==> src/rtl/mpw_wb_gpio_regbank_if.sv <==
// -----------------------------------------------------------------------------
// mpw_wb_gpio_regbank_if
// Wishbone slave-side signal bundle for mpw_wb_gpio_regbank.
//
// Signals (names follow the Caravel wrapper's Wishbone port names):
//   wbs_cyc_i  bus cycle          wbs_stb_i  strobe
//   wbs_we_i   write enable       wbs_sel_i  byte enables [3:0]
//   wbs_adr_i  byte address [31:0]
//   wbs_dat_i  write data [31:0]
//   wbs_ack_o  acknowledge        wbs_dat_o  read data [31:0]
//
// Modports: master drives the request, slave drives ack/read data.
//
// Handshake: a request is cyc & stb held until ack. The slave raises ack for
// exactly one cycle; read data is valid only while ack is high, and a write is
// committed at the end of the ack cycle only if cyc & stb are still high.
// -----------------------------------------------------------------------------
interface mpw_wb_gpio_regbank_if;
  logic        wbs_cyc_i;
  logic        wbs_stb_i;
  logic        wbs_we_i;
  logic [3:0]  wbs_sel_i;
  logic [31:0] wbs_adr_i;
  logic [31:0] wbs_dat_i;
  logic        wbs_ack_o;
  logic [31:0] wbs_dat_o;

  modport master (
    output wbs_cyc_i, wbs_stb_i, wbs_we_i, wbs_sel_i, wbs_adr_i, wbs_dat_i,
    input  wbs_ack_o, wbs_dat_o
  );

  modport slave (
    input  wbs_cyc_i, wbs_stb_i, wbs_we_i, wbs_sel_i, wbs_adr_i, wbs_dat_i,
    output wbs_ack_o, wbs_dat_o
  );
endinterface

==> src/rtl/mpw_wb_gpio_regbank.sv <==
// -----------------------------------------------------------------------------
// mpw_wb_gpio_regbank
// Wishbone slave GPIO register bank for the user project macro. Gives the
// management SoC output, output-enable, synchronized input and sticky
// edge-interrupt control over NIO user pins.
//
// Ports:
//   wb_clk_i   single clock
//   wb_rst_i   asynchronous active-high reset
//   wbs        Wishbone slave (mpw_wb_gpio_regbank_if.slave)
//   io_in      pad inputs (asynchronous to wb_clk_i)
//   io_out     pad output values
//   io_oeb     pad output enables, active-low
//   irq        user interrupts; irq[0] = |(IRQ_STAT & IRQ_EN), [2:1] tied 0
//   fsm_state  bus FSM state for observation (0 = IDLE, 1 = ACK)
//
// Register map (word offsets from BASE_ADDR, bits >= NIO read 0):
//   0x00 OUT rw, 0x04 OEB rw (reset all 1s), 0x08 IN ro, 0x0C IRQ_EN rw,
//   0x10 IRQ_STAT rw1c, 0x14 ID ro, 0x18 IRQ_EDGE rw (optional).
//   Other offsets inside the 256-byte window ack with read data 0.
//
// Optional feature macro: GPIO_REGBANK_FALLEDGE_EN adds IRQ_EDGE, where bit i
// selects falling-edge (1) instead of rising-edge (0) detection on pin i.
// Without it only rising edges are detected and 0x18 is unmapped.
// -----------------------------------------------------------------------------
module mpw_wb_gpio_regbank #(
  parameter logic [31:0] BASE_ADDR = 32'h3000_0000,
  parameter int          NIO       = 17,
  parameter logic [31:0] ID_VALUE  = 32'h4D50_0417
) (
  input  logic                         wb_clk_i,
  input  logic                         wb_rst_i,
  mpw_wb_gpio_regbank_if.slave         wbs,
  input  logic [NIO-1:0]               io_in,
  output logic [NIO-1:0]               io_out,
  output logic [NIO-1:0]               io_oeb,
  output logic [2:0]                   irq,
  output logic                         fsm_state
);

  localparam logic [5:0] OFF_OUT  = 6'd0;
  localparam logic [5:0] OFF_OEB  = 6'd1;
  localparam logic [5:0] OFF_IN   = 6'd2;
  localparam logic [5:0] OFF_EN   = 6'd3;
  localparam logic [5:0] OFF_STAT = 6'd4;
  localparam logic [5:0] OFF_ID   = 6'd5;
`ifdef GPIO_REGBANK_FALLEDGE_EN
  localparam logic [5:0] OFF_EDGE = 6'd6;
`endif

  typedef enum logic {
    ST_IDLE = 1'b0,
    ST_ACK  = 1'b1
  } state_t;

  state_t         state_q, state_d;
  logic [5:0]     adr_q;
  logic           req;
  logic           hit;
  logic           ack;
  logic           wr_commit;
  logic [NIO-1:0] wmask;
  logic [NIO-1:0] wdata;
  logic [NIO-1:0] stat_clr;
  logic [NIO-1:0] edge_v;
  logic [31:0]    rdata;

  logic [NIO-1:0] out_q, oeb_q, en_q, stat_q;
  logic [NIO-1:0] sync1_q, sync2_q, prev_q;
`ifdef GPIO_REGBANK_FALLEDGE_EN
  logic [NIO-1:0] edge_sel_q;
`endif

  // Address bits [1:0], write data and byte enables above NIO are don't-care.
  logic unused_ok;
  assign unused_ok = &{1'b0, wbs.wbs_adr_i[1:0], wbs.wbs_dat_i, wbs.wbs_sel_i};

  assign req = wbs.wbs_cyc_i & wbs.wbs_stb_i;
  assign hit = (wbs.wbs_adr_i[31:8] == BASE_ADDR[31:8]);

  // ---------------------------------------------------------------------------
  // Bus FSM
  // ---------------------------------------------------------------------------
  always_ff @(posedge wb_clk_i or posedge wb_rst_i) begin
    if (wb_rst_i) begin
      state_q <= ST_IDLE;
      adr_q   <= '0;
    end else begin
      state_q <= state_d;
      // The word offset is captured at request time so a read in ACK still
      // returns the right register even if the master drops cyc early.
      if (state_q == ST_IDLE && req && hit) adr_q <= wbs.wbs_adr_i[7:2];
    end
  end

  always_comb begin
    state_d = state_q;
    ack     = 1'b0;
    case (state_q)
      ST_IDLE: if (req && hit) state_d = ST_ACK;
      ST_ACK: begin
        ack     = 1'b1;
        state_d = ST_IDLE;
      end
      default: state_d = ST_IDLE;
    endcase
  end

  assign fsm_state     = state_q;
  assign wbs.wbs_ack_o = ack;

  // Writes only take effect if the request is still present in the ack cycle.
  assign wr_commit = ack & req & wbs.wbs_we_i;
  assign wdata     = wbs.wbs_dat_i[NIO-1:0];

  always_comb begin
    wmask = '0;
    for (int i = 0; i < NIO; i++) wmask[i] = wbs.wbs_sel_i[i/8];
  end

  assign stat_clr = (wr_commit && adr_q == OFF_STAT) ? (wdata & wmask) : '0;

  // ---------------------------------------------------------------------------
  // Input synchronizer and edge detect
  // ---------------------------------------------------------------------------
  always_ff @(posedge wb_clk_i or posedge wb_rst_i) begin
    if (wb_rst_i) begin
      sync1_q <= '0;
      sync2_q <= '0;
      prev_q  <= '0;
    end else begin
      sync1_q <= io_in;
      sync2_q <= sync1_q;
      prev_q  <= sync2_q;
    end
  end

`ifdef GPIO_REGBANK_FALLEDGE_EN
  assign edge_v = (sync2_q & ~prev_q & ~edge_sel_q) | (~sync2_q & prev_q & edge_sel_q);
`else
  assign edge_v = sync2_q & ~prev_q;
`endif

  // ---------------------------------------------------------------------------
  // Registers
  // ---------------------------------------------------------------------------
  always_ff @(posedge wb_clk_i or posedge wb_rst_i) begin
    if (wb_rst_i) begin
      out_q  <= '0;
      oeb_q  <= '1;
      en_q   <= '0;
      stat_q <= '0;
    end else begin
      if (wr_commit && adr_q == OFF_OUT) out_q <= (out_q & ~wmask) | (wdata & wmask);
      if (wr_commit && adr_q == OFF_OEB) oeb_q <= (oeb_q & ~wmask) | (wdata & wmask);
      if (wr_commit && adr_q == OFF_EN)  en_q  <= (en_q  & ~wmask) | (wdata & wmask);
      // A new edge overrides a clear landing on the same edge.
      stat_q <= (stat_q & ~stat_clr) | edge_v;
    end
  end

`ifdef GPIO_REGBANK_FALLEDGE_EN
  always_ff @(posedge wb_clk_i or posedge wb_rst_i) begin
    if (wb_rst_i) begin
      edge_sel_q <= '0;
    end else if (wr_commit && adr_q == OFF_EDGE) begin
      edge_sel_q <= (edge_sel_q & ~wmask) | (wdata & wmask);
    end
  end
`endif

  // ---------------------------------------------------------------------------
  // Read mux; data bus is zero whenever ack is low.
  // ---------------------------------------------------------------------------
  always_comb begin
    rdata = '0;
    case (adr_q)
      OFF_OUT:  rdata[NIO-1:0] = out_q;
      OFF_OEB:  rdata[NIO-1:0] = oeb_q;
      OFF_IN:   rdata[NIO-1:0] = sync2_q;
      OFF_EN:   rdata[NIO-1:0] = en_q;
      OFF_STAT: rdata[NIO-1:0] = stat_q;
      OFF_ID:   rdata          = ID_VALUE;
`ifdef GPIO_REGBANK_FALLEDGE_EN
      OFF_EDGE: rdata[NIO-1:0] = edge_sel_q;
`endif
      default:  rdata = '0;
    endcase
  end

  assign wbs.wbs_dat_o = ack ? rdata : 32'h0;

  assign io_out = out_q;
  assign io_oeb = oeb_q;
  assign irq    = {2'b00, |(stat_q & en_q)};

endmodule

==> src/flat_wrapper.sv <==
// flat-port wrapper written by rule: the top's interface ports become plain ports
module mpw_wb_gpio_regbank_flat 
#(
  parameter logic [31:0] BASE_ADDR = 32'h3000_0000,
  parameter int          NIO       = 17,
  parameter logic [31:0] ID_VALUE  = 32'h4D50_0417
)
  (wb_clk_i, wb_rst_i, io_in, io_out, io_oeb, irq, fsm_state, wbs_wbs_cyc_i, wbs_wbs_stb_i, wbs_wbs_we_i, wbs_wbs_sel_i, wbs_wbs_adr_i, wbs_wbs_dat_i, wbs_wbs_ack_o, wbs_wbs_dat_o);
  mpw_wb_gpio_regbank_if wbs_i ();
  input  logic wb_clk_i;
  input  logic wb_rst_i;
  input  logic [NIO-1:0] io_in;
  output logic [NIO-1:0] io_out;
  output logic [NIO-1:0] io_oeb;
  output logic [2:0] irq;
  output logic fsm_state;
  input wire logic [$bits(wbs_i.wbs_cyc_i)-1:0] wbs_wbs_cyc_i;
  input wire logic [$bits(wbs_i.wbs_stb_i)-1:0] wbs_wbs_stb_i;
  input wire logic [$bits(wbs_i.wbs_we_i)-1:0] wbs_wbs_we_i;
  input wire logic [$bits(wbs_i.wbs_sel_i)-1:0] wbs_wbs_sel_i;
  input wire logic [$bits(wbs_i.wbs_adr_i)-1:0] wbs_wbs_adr_i;
  input wire logic [$bits(wbs_i.wbs_dat_i)-1:0] wbs_wbs_dat_i;
  output wire logic [$bits(wbs_i.wbs_ack_o)-1:0] wbs_wbs_ack_o;
  output wire logic [$bits(wbs_i.wbs_dat_o)-1:0] wbs_wbs_dat_o;
  assign wbs_i.wbs_cyc_i = wbs_wbs_cyc_i;
  assign wbs_i.wbs_stb_i = wbs_wbs_stb_i;
  assign wbs_i.wbs_we_i = wbs_wbs_we_i;
  assign wbs_i.wbs_sel_i = wbs_wbs_sel_i;
  assign wbs_i.wbs_adr_i = wbs_wbs_adr_i;
  assign wbs_i.wbs_dat_i = wbs_wbs_dat_i;
  assign wbs_wbs_ack_o = wbs_i.wbs_ack_o;
  assign wbs_wbs_dat_o = wbs_i.wbs_dat_o;
  mpw_wb_gpio_regbank #(.BASE_ADDR(BASE_ADDR), .NIO(NIO), .ID_VALUE(ID_VALUE)) u_core (.wb_clk_i(wb_clk_i), .wb_rst_i(wb_rst_i), .wbs(wbs_i), .io_in(io_in), .io_out(io_out), .io_oeb(io_oeb), .irq(irq), .fsm_state(fsm_state));
endmodule
==> config.mk <==
export PLATFORM = sky130hd
export DESIGN_NAME = mpw_wb_gpio_regbank_flat
export DESIGN_NICKNAME = d
export VERILOG_FILES = /design/src/rtl/mpw_wb_gpio_regbank_if.sv /design/src/rtl/mpw_wb_gpio_regbank.sv /design/src/flat_wrapper.sv
export SDC_FILE = /design/constraint.sdc
export NUM_CORES = 1
export LEC_CHECK = 0
export ABC_CLOCK_PERIOD_IN_PS = 6200
export CORE_AREA = 2 2 110 112
export CTS_CLUSTER_DIAMETER = 120
export DETAILED_ROUTE_END_ITERATION = 8
export DIE_AREA = 0 0 112 114
export PLACE_DENSITY_LB_ADDON = 0.25
export SETUP_SLACK_MARGIN = 0.02
export SLEW_MARGIN = 25
export SYNTH_ARGS = -nofsm -noshare
export SYNTH_HDL_FRONTEND = slang
export SYNTH_SLANG_ARGS = --single-unit
==> constraint.sdc <==
create_clock -name wb_clk_i -period 6.2 [get_ports wb_clk_i]
set_clock_uncertainty 0.1 [all_clocks]
set_input_delay 1.55 -clock wb_clk_i [delete_from_list [all_inputs] [get_ports wb_clk_i]]
set_output_delay 1.55 -clock wb_clk_i [all_outputs]
set_load 0.02 [all_outputs]
==> results.py, run 1 <==
metrics = {
    "routing": {
        "drtIter0Drc": 258,
        "wl_per_cell_um": 19.8,
        "drt.antenna.violating_nets": 0,
        "viasPerCell": 5.58,
        "drt_wl_total_mm": 13.7,
        "drc_errors": 0,
        "vias": 3847,
        "dr.pass1.iters": 6,
    },
    "floorplanning": {
        "core_area_um2": 11700,
        "num_io_pins": 161,
        "rows": 40,
        "die_x_um": 112,
        "die_y_um": 114,
        "start_util_pct": 45.2,
        "die_area_um2": 12800,
    },
    "cts": {
        "cts_tree": "built",
        "cts.sinks": 126,
        "cts_made_buffers": 17,
        "cts_max_path_buffers": 2,
        "htreeDepth": 4,
        "cts-resized-gates": 0,
        "post_cts_buffers": 0,
        "root_buffer": "clkbuf_16",
        "clkLatencyLatePin_ps": 410,
        "path_clk_slew_ps": 50,
        "postCtsHoldBufs": 0,
    },
    "worst_hold_path": {
        "hold_start": "u_core.sync1_q[7]$_DFF_PP0_",
        "holdPathEnd": "u_core.sync2_q[7]$_DFF_PP0_",
        "hp-class": "reg -> reg",
        "whs_path_depth": 0,
    },
    "synth": {
        "synth-seq-area-share_pct": 60.0,
        "syn_avg_cell_area_um2": 13.3,
        "synthXorXnorAreaFrac_pct": 0,
        "synth.distinct_cells": 38,
        "ys_async_sr_fraction_pct": 100,
        "synth_simple_gate_area_share_pct": 8.25,
        "synth_top_family_by_area": "multiplexers",
        "synth_compound_area_share_pct": 10.4,
        "syn_inst": 398,
        "yosysWarningCount": 0,
        "syn_area_um2": 5290,
        "synthMuxAreaShare_pct": 15.8,
        "synthAdderAreaFrac_pct": 0,
        "ys_ff_latch": 126,
        "synth_flop_cell": "dfrtp_1",
        "synth-edff-count": 0,
    },
    "power_and_ir_drop": {
        "p_leak_nw": 3.10,
        "combPwrFrac_pct": 4.1,
        "pwr-share-clk_pct": 51.9,
        "total_power_mw": 1.93,
        "p_sw_mw": 0.372,
        "swShare_pct": 19.3,
        "p_seq_share_pct": 44.0,
        "pwr_density_cell_nw_per_um2": 266,
        "p_int_mw": 1.56,
        "peakVddDrop_uv": 160,
    },
    "critical_path": {
        "r2r-start": "u_core.adr_q[2]$_DFFE_PP0P_",
        "rrSetupSlack_ps": 3010,
        "critPathLaunchType": "flop",
        "worstPathRequired_ps": 4550,
        "crit_path_end_kind": "output pin",
        "critPathMaxFanout": 18,
        "criticalPathCategory": "reg -> out",
        "crit_arrival_ps": 3520,
        "reg2regPathDepth": 5,
    },
    "final_layout": {
        "design_area_um2": 7260,
        "fillers": 898,
        "finalNetCount": 620,
        "diodes": 0,
        "synthToLayoutAreaGrowth_pct": 37.2,
        "drive_gt1_share_pct": 22.3,
        "final_common_cell": "clkdlybuf4s50_1",
        "final_cell_mix": "clkdlybuf4s50_1 (131), dfrtp_1 (109), mux2_2 (62)",
    },
    "place": {
        "port_buffers": 131,
        "place_area_um2": 6650,
        "gp_congestion": 0.826,
        "hpwl_mm": 9.14,
        "dpl_worst_slack_ps": 1510,
    },
    "grt": {
        "grt_max_degree": 84,
        "grt-ovfl-total": 0,
        "grt_pass1_wl_mm": 21.5,
        "antenna_found_initial": 0,
        "track_usage_pct": 22.2,
        "grt_pass1_vias": 4088,
    },
    "timing": {
        "drv_slew": 0,
        "setup_viol": 0,
        "fin_crit_sh_pct": 83.3,
        "rsz0062_at_grt": "false",
        "setup_tns_ps": 0,
        "worstMarginPinSlew_ps": 932,
        "setup_slack_ps": 1030,
        "hold_violations": 0,
        "clock.fmax_mhz": 194,
        "relSlewSlack_pct": 37.8,
        "final.min_clock_period_ps": 5170,
    },
    "outcome": {
        "outcome": "complete, no violations",
    },
    "run": {
        "maxCapViolCount": 0,
    },
}
-- power by group through the flow --
stage | clock network, mW | registers, mW | logic, mW
3_5_place_dp | 0 | 0.862 | 0.0793
2_1_floorplan | 0 | 0.859 | 0.0280
3_3_place_gp | 0 | 0.861 | 0.0781
6_report | 1.00 | 0.849 | 0.0784
4_1_cts | 1.01 | 0.849 | 0.0799
5_1_grt | 1.06 | 0.850 | 0.0862
-- logic make-up after synthesis --
family | after synthesis
flops | 126
other cells | 1
compound gates | 66
mux | 76
simple gates | 75
buf+inv | 54
-- per-stage QoR --
stage	utilization (%)	cells	hold WS, ps
6_report	62.0	690	247
5_1_grt	62.0	690	252
4_1_cts	61.9	690	248
3_5_place_dp	56.8	658	236
3_3_place_gp	56.8	658	232
2_1_floorplan	-	408	231
-- worst max-delay path by stage --
| stage | startpoint | slack [ps] | end |
|---|---|---|---|
| global placement | u_core.adr_q[2]$_DFFE_PP0P_ | 1560 | wbs_wbs_dat_o[5] |
| CTS | u_core.adr_q[2]$_DFFE_PP0P_ | 1080 | wbs_wbs_dat_o[5] |
| finish | u_core.adr_q[2]$_DFFE_PP0P_ | 1030 | wbs_wbs_dat_o[5] |
| detailed placement | u_core.adr_q[2]$_DFFE_PP0P_ | 1510 | wbs_wbs_dat_o[5] |
| global route | u_core.adr_q[2]$_DFFE_PP0P_ | 930 | wbs_wbs_dat_o[5] |
| floorplan | wb_rst_i | 1220 | async pin |
-- cell usage after synthesis, drive strengths merged (5+ instances only) --
cell type | count | share of area [%]
a222oi | 13 | 2.5
a22o | 18 | 3.0
a22oi | 8 | 1.1
buf | 27 | 3.5
clkbuf | 5 | 0.38
dfrtp | 109 | 52
dfstp | 17 | 8.4
inv | 22 | 1.6
mux2 | 62 | 13
mux2i | 14 | 2.6
nand2 | 30 | 2.2
nor2 | 19 | 1.4
nor4 | 9 | 2.5
o21ai | 5 | 0.47
o2bb2ai | 12 | 2.0
-- cell type report --
cell class / count / area [um2] / area share, %
repair buffers: 135 / 1340 / 18.5
well taps: 147 / 184 / 2.53
clock buffers: 26 / 499 / 6.88
inverters: 22 / 87.6 / 1.21
clock inverters: 6 / 105 / 1.45
multi-input cells: 228 / 1870 / 25.7
flip-flops and latches: 126 / 3170 / 43.7
-- routing by layer --
metal	vias up	GRT usage, %	part of all wire [%]
met1	1930	27.4	41
met2	194	36.2	49
met5	-	0	0
met4	0	8.37	1.7
met3	25	7.92	8.8
li1	1698	-	-
-- worst max-delay path, cell delays in order, from the launching register on --
cell and delay [ps]:
dfrtp_1 570, nor4_4 340, buf_4 280, and3b_1 820, a222oi_1 220, nor2_1 220, clkdlybuf4s50_1 660
(Power assumes the default switching activity.)
==> inputs of run 2 (changes only) <==
Settings changed: ABC_CLOCK_PERIOD_IN_PS 6200 to 4600, CORE_AREA 2 2 110 112 to 2 2 116 118, DIE_AREA 0 0 112 114 to 0 0 118 120.
Clock period 6.2 ns to 4.6 ns, I/O delays scaled along.
==> run 2 against run 1 <==
Compared with the run above: global-route usage down 2.2 points; critical endpoint is now wbs_wbs_dat_o[1]; sequential share of layout area shrank 0.42 points; cell area is 0.97% higher; largest power group unchanged; power up 34%; worst hold slack about the same; sequential cell count unchanged; combinational power rose by 36%.
==> results.py, run 2 (same netlist as run 1, synthesis figures left out) <==
metrics = {
    "outcome": {
        "outcome": "complete, no violations",
    },
    "floorplanning": {
        "die_area_um2": 14200,
        "num_io_pins": 161,
        "core_area_um2": 13000,
        "start_util_pct": 40.8,
        "die_y_um": 120,
        "rows": 42,
        "die_x_um": 118,
    },
    "place": {
        "hpwl_mm": 9.34,
        "gp_congestion": 0.839,
        "dp_cells": 692,
        "port_buffers": 131,
    },
    "critical_path": {
        "worstPathRequired_ps": 3350,
        "crit_path_end_kind": "output pin",
        "criticalPathCategory": "reg -> out",
        "critPathMaxFanout": 9,
        "critPathLaunchType": "flop",
        "crit_arrival_ps": 2930,
        "reg2regPathDepth": 5,
        "r2r-start": "u_core.adr_q[1]$_DFFE_PP0P_",
        "rrSetupSlack_ps": 2270,
    },
    "final_layout": {
        "finish.utilization_pct": 56.4,
        "finalNetCount": 625,
        "final_cell_mix": "clkdlybuf4s50_1 (131), dfrtp_1 (109), mux2_2 (62)",
        "diodes": 0,
        "final_common_cell": "clkdlybuf4s50_1",
        "synthToLayoutAreaGrowth_pct": 38.5,
        "drive_gt1_share_pct": 23.7,
        "instances_no_fill": 724,
    },
    "cts": {
        "root_buffer": "clkbuf_16",
        "path_clk_slew_ps": 60,
        "cts_made_buffers": 17,
        "cts_tree": "built",
        "cts_max_path_buffers": 2,
        "clkLatencyLatePin_ps": 410,
        "cts.sinks": 126,
        "cts-resized-gates": 0,
        "post_cts_buffers": 0,
        "htreeDepth": 4,
        "postCtsHoldBufs": 0,
    },
    "grt": {
        "grt_max_degree": 69,
        "track_usage_pct": 20.0,
        "antenna_found_initial": 0,
        "grt_pass1_vias": 3954,
        "grt-ovfl-total": 0,
        "grt_pass1_wl_mm": 21.5,
    },
    "routing": {
        "vias": 3787,
        "drtIter0Drc": 257,
        "drt.antenna.violating_nets": 0,
        "dr.max_layer_used": "met4",
        "dr.pass1.iters": 7,
        "wl_met3_mm": 1.12,
        "wl_per_cell_um": 18.9,
        "viasPerCell": 5.23,
        "drc_errors": 0,
        "drt_wl_total_mm": 13.7,
        "wl_met1_mm": 5.69,
        "route.met2.wl_mm": 6.71,
    },
    "timing": {
        "relSlewSlack_pct": 51.7,
        "rsz0062_at_grt": "false",
        "final.min_clock_period_ps": 4180,
        "setup_tns_ps": 0,
        "holdWs_ps": 247,
        "clock.fmax_mhz": 239,
        "fin_crit_sh_pct": 90.9,
        "setup_viol": 0,
        "hold_violations": 0,
        "worstMarginPinSlew_ps": 724,
        "drv_slew": 0,
    },
    "power_and_ir_drop": {
        "total_power_mw": 2.57,
        "p_leak_nw": 3.12,
        "peakVddDrop_uv": 234,
        "pwr_density_cell_nw_per_um2": 351,
    },
    "worst_hold_path": {
        "hold_start": "u_core.sync1_q[11]$_DFF_PP0_",
        "whs_path_depth": 0,
        "holdPathEnd": "u_core.sync2_q[11]$_DFF_PP0_",
        "hp-class": "reg -> reg",
    },
    "run": {
        "maxCapViolCount": 0,
    },
}
## run 2: changes by cell type in the layout (fill, tap and decap cells not counted), sizes merged
cell	previous run	this run
buf	4	9
clkinvlp	0	3
clkinv	3	7
clkbuf	26	19
## run 2: area by class of cell
type,count,area [um2]
Fill cell,1065,5650
Sequential cell,126,3170
Multi-Input combinational cell,228,1870
Timing Repair Buffer,140,1390
Clock buffer,19,443
Tap cell,176,220
Clock inverter,13,148
Inverter,22,85.1
## run 2: worst max path at each step
stage	from	to	slack, ps	cells after the start
final	u_core.adr_q[3]$_DFFE_PP0P_	wbs_wbs_dat_o[1]	420	6
after CTS	u_core.adr_q[3]$_DFFE_PP0P_	wbs_wbs_dat_o[1]	440	6
after global routing	u_core.adr_q[3]$_DFFE_PP0P_	wbs_wbs_dat_o[2]	330	6
after floorplan	wb_rst_i	async pin	20	1
after global placement	u_core.adr_q[3]$_DFFE_PP0P_	wbs_wbs_dat_o[2]	910	6
after detailed placement	u_core.adr_q[3]$_DFFE_PP0P_	wbs_wbs_dat_o[1]	880	6
## run 2: per-layer routing
layer  GRT usage, %  up-vias
met3           6.84       11
met5              0        -
met4           6.55        0
met2           32.2      183
li1               -     1704
met1           25.3     1889
## run 2: metrics by stage
step	cell area [um2]	setup WS (ps)
finish	7330	420
global route	7330	331
CTS	7330	441
detailed placement	6740	876
global placement	6740	909
floorplan	5330	22.2
## run 2: worst max-delay path: stages (launching register included)
cell and delay [ps]:
dfrtp_1 410, or3_1 440, buf_4 220, nor3b_2 420, o21ai_0 150, a31oi_1 240, clkdlybuf4s50_1 640
## run 2: power breakdown
part           internal, mW  leakage [nW]  switching [mW]
logic                0.0578          1.35          0.0488
clock network         0.857         0.288           0.467
registers              1.13          1.49          0.0106
==> inputs of run 3 (changes only) <==
Settings changed: GPL_ROUTABILITY_DRIVEN from default to 0, GPL_TIMING_DRIVEN from default to 0.
==> run 3 against run 2 <==
Compared with the run above: count of clock-buffer cells in the layout shrank 1; largest cell class unchanged; combinational power grew 7%; worst setup slack worse by 69 ps.
==> results.py, run 3 (same netlist as run 1, synthesis figures left out) <==
metrics = {
    "power_and_ir_drop": {
        "p_leak_nw": 3.25,
        "pwr_density_cell_nw_per_um2": 353,
        "peakVddDrop_uv": 202,
    },
    "final_layout": {
        "diodes": 0,
        "finalNetCount": 649,
        "final_cell_mix": "clkdlybuf4s50_1 (131), dfrtp_1 (109), mux2_2 (62)",
        "final_common_cell": "clkdlybuf4s50_1",
        "drive_gt1_share_pct": 26.0,
        "fillers": 1071,
        "synthToLayoutAreaGrowth_pct": 42.1,
    },
    "floorplanning": {
        "die_area_um2": 14200,
        "start_util_pct": 40.8,
        "num_io_pins": 161,
        "die_x_um": 118,
        "die_y_um": 120,
        "rows": 42,
        "core_area_um2": 13000,
    },
    "timing": {
        "worstMarginPinSlew_ps": 651,
        "hold_violations": 0,
        "rsz0062_at_grt": "false",
        "holdWs_ps": 248,
        "final.min_clock_period_ps": 4250,
        "setup_viol": 0,
        "drv_slew": 0,
        "relSlewSlack_pct": 56.6,
        "setup_slack_ps": 351,
        "fin_crit_sh_pct": 92.4,
        "clock.fmax_mhz": 235,
    },
    "routing": {
        "wl_per_cell_um": 18.6,
        "dr.pass1.iters": 5,
        "drt.antenna.violating_nets": 0,
        "drc_errors": 0,
        "vias": 3943,
        "drtIter0Drc": 273,
        "viasPerCell": 5.27,
        "drt_wl_total_mm": 13.9,
    },
    "cts": {
        "cts_tree": "built",
        "cts_made_buffers": 17,
        "post_cts_buffers": 0,
        "cts.sinks": 126,
        "htreeDepth": 4,
        "postCtsHoldBufs": 0,
        "path_clk_slew_ps": 50,
        "root_buffer": "clkbuf_16",
        "clkLatencyLatePin_ps": 420,
        "cts_max_path_buffers": 2,
        "cts-resized-gates": 0,
    },
    "place": {
        "port_buffers": 131,
        "dpl_worst_slack_ps": 815,
        "hpwl_mm": 9.76,
    },
    "run": {
        "maxCapViolCount": 0,
    },
    "worst_hold_path": {
        "hp-class": "reg -> reg",
        "whs_path_depth": 0,
        "hold_start": "u_core.sync1_q[1]$_DFF_PP0_",
        "holdPathEnd": "u_core.sync2_q[1]$_DFF_PP0_",
    },
    "grt": {
        "grt-ovfl-total": 0,
        "track_usage_pct": 20.5,
        "grt_max_degree": 100,
        "grt_pass1_vias": 4002,
        "grt_pass1_wl_mm": 22.1,
        "antenna_found_initial": 0,
    },
    "critical_path": {
        "crit_path_end_kind": "output pin",
        "criticalPathCategory": "reg -> out",
        "critPathMaxFanout": 10,
        "reg2regPathDepth": 5,
        "r2r-start": "u_core.adr_q[2]$_DFFE_PP0P_",
        "crit_arrival_ps": 3000,
        "worstPathRequired_ps": 3350,
        "critPathLaunchType": "flop",
        "rrSetupSlack_ps": 2370,
    },
    "outcome": {
        "outcome": "complete, no violations",
    },
}
==> run 3: layout make-up <==
| class | count | area, um2 | share of cell area, % |
|---|---|---|---|
| plain buffers | 32 | 205 | 2.73 |
| multi-input cells | 228 | 1870 | 24.8 |
| flip-flops and latches | 126 | 3170 | 42.2 |
| clock buffers | 18 | 429 | 5.71 |
| well taps | 176 | 220 | 2.93 |
| repair buffers | 132 | 1340 | 17.8 |
| clock inverters | 14 | 193 | 2.56 |
| inverters | 22 | 90.1 | 1.20 |
==> run 3: worst max path at each step <==
stage	startpoint	endpoint	slack (ps)	depth (start not counted)
after floorplan	wb_rst_i	async pin	20	1
after global placement	wb_rst_i	u_core.adr_q[5]$_DFFE_PP0P_	-1600	2
after detailed placement	u_core.adr_q[3]$_DFFE_PP0P_	wbs_wbs_dat_o[2]	810	7
after CTS	u_core.adr_q[3]$_DFFE_PP0P_	wbs_wbs_dat_o[2]	360	7
after global routing	u_core.adr_q[2]$_DFFE_PP0P_	wbs_wbs_dat_o[2]	200	7
final	u_core.adr_q[2]$_DFFE_PP0P_	wbs_wbs_dat_o[2]	350	7
==> run 3: layer usage <==
metal	track usage [%]	up-vias	share of wire, %
li1	-	1765	-
met1	26.2	1947	42
met2	33.6	208	48
met3	6.46	23	8.4
met4	6.33	0	1.7
met5	0	-	0
==> run 3: critical path, stage by stage (launching register included) <==
cell and delay [ps]:
dfrtp_1 400, nor4_4 440, and3b_1 220, buf_2 230, buf_2 300, a22oi_1 110, a31oi_1 230, clkdlybuf4s50_1 640
==> run 3: through the flow <==
step / cell area, um2 / power (mW) / util, % / instances / TNS [ps]
2_1_floorplan: 5330 / 1.20 / - / 408 / 0
3_3_place_gp: 6860 / 1.27 / 52.8 / 715 / -179520
3_5_place_dp: 6890 / 1.28 / 53.1 / 716 / 0
4_1_cts: 7520 / 2.67 / 57.9 / 748 / 0
5_1_grt: 7520 / 2.74 / 57.9 / 748 / 0
6_report: 7520 / 2.65 / 57.9 / 748 / 0
==> run 3: power by group <==
part | switching (mW) | internal (mW) | leakage (nW)
clock network | 0.487 | 0.905 | 0.296
logic | 0.0503 | 0.0649 | 1.46
registers | 0.0106 | 1.13 | 1.49
total | 0.548 | 2.10 | 3.25
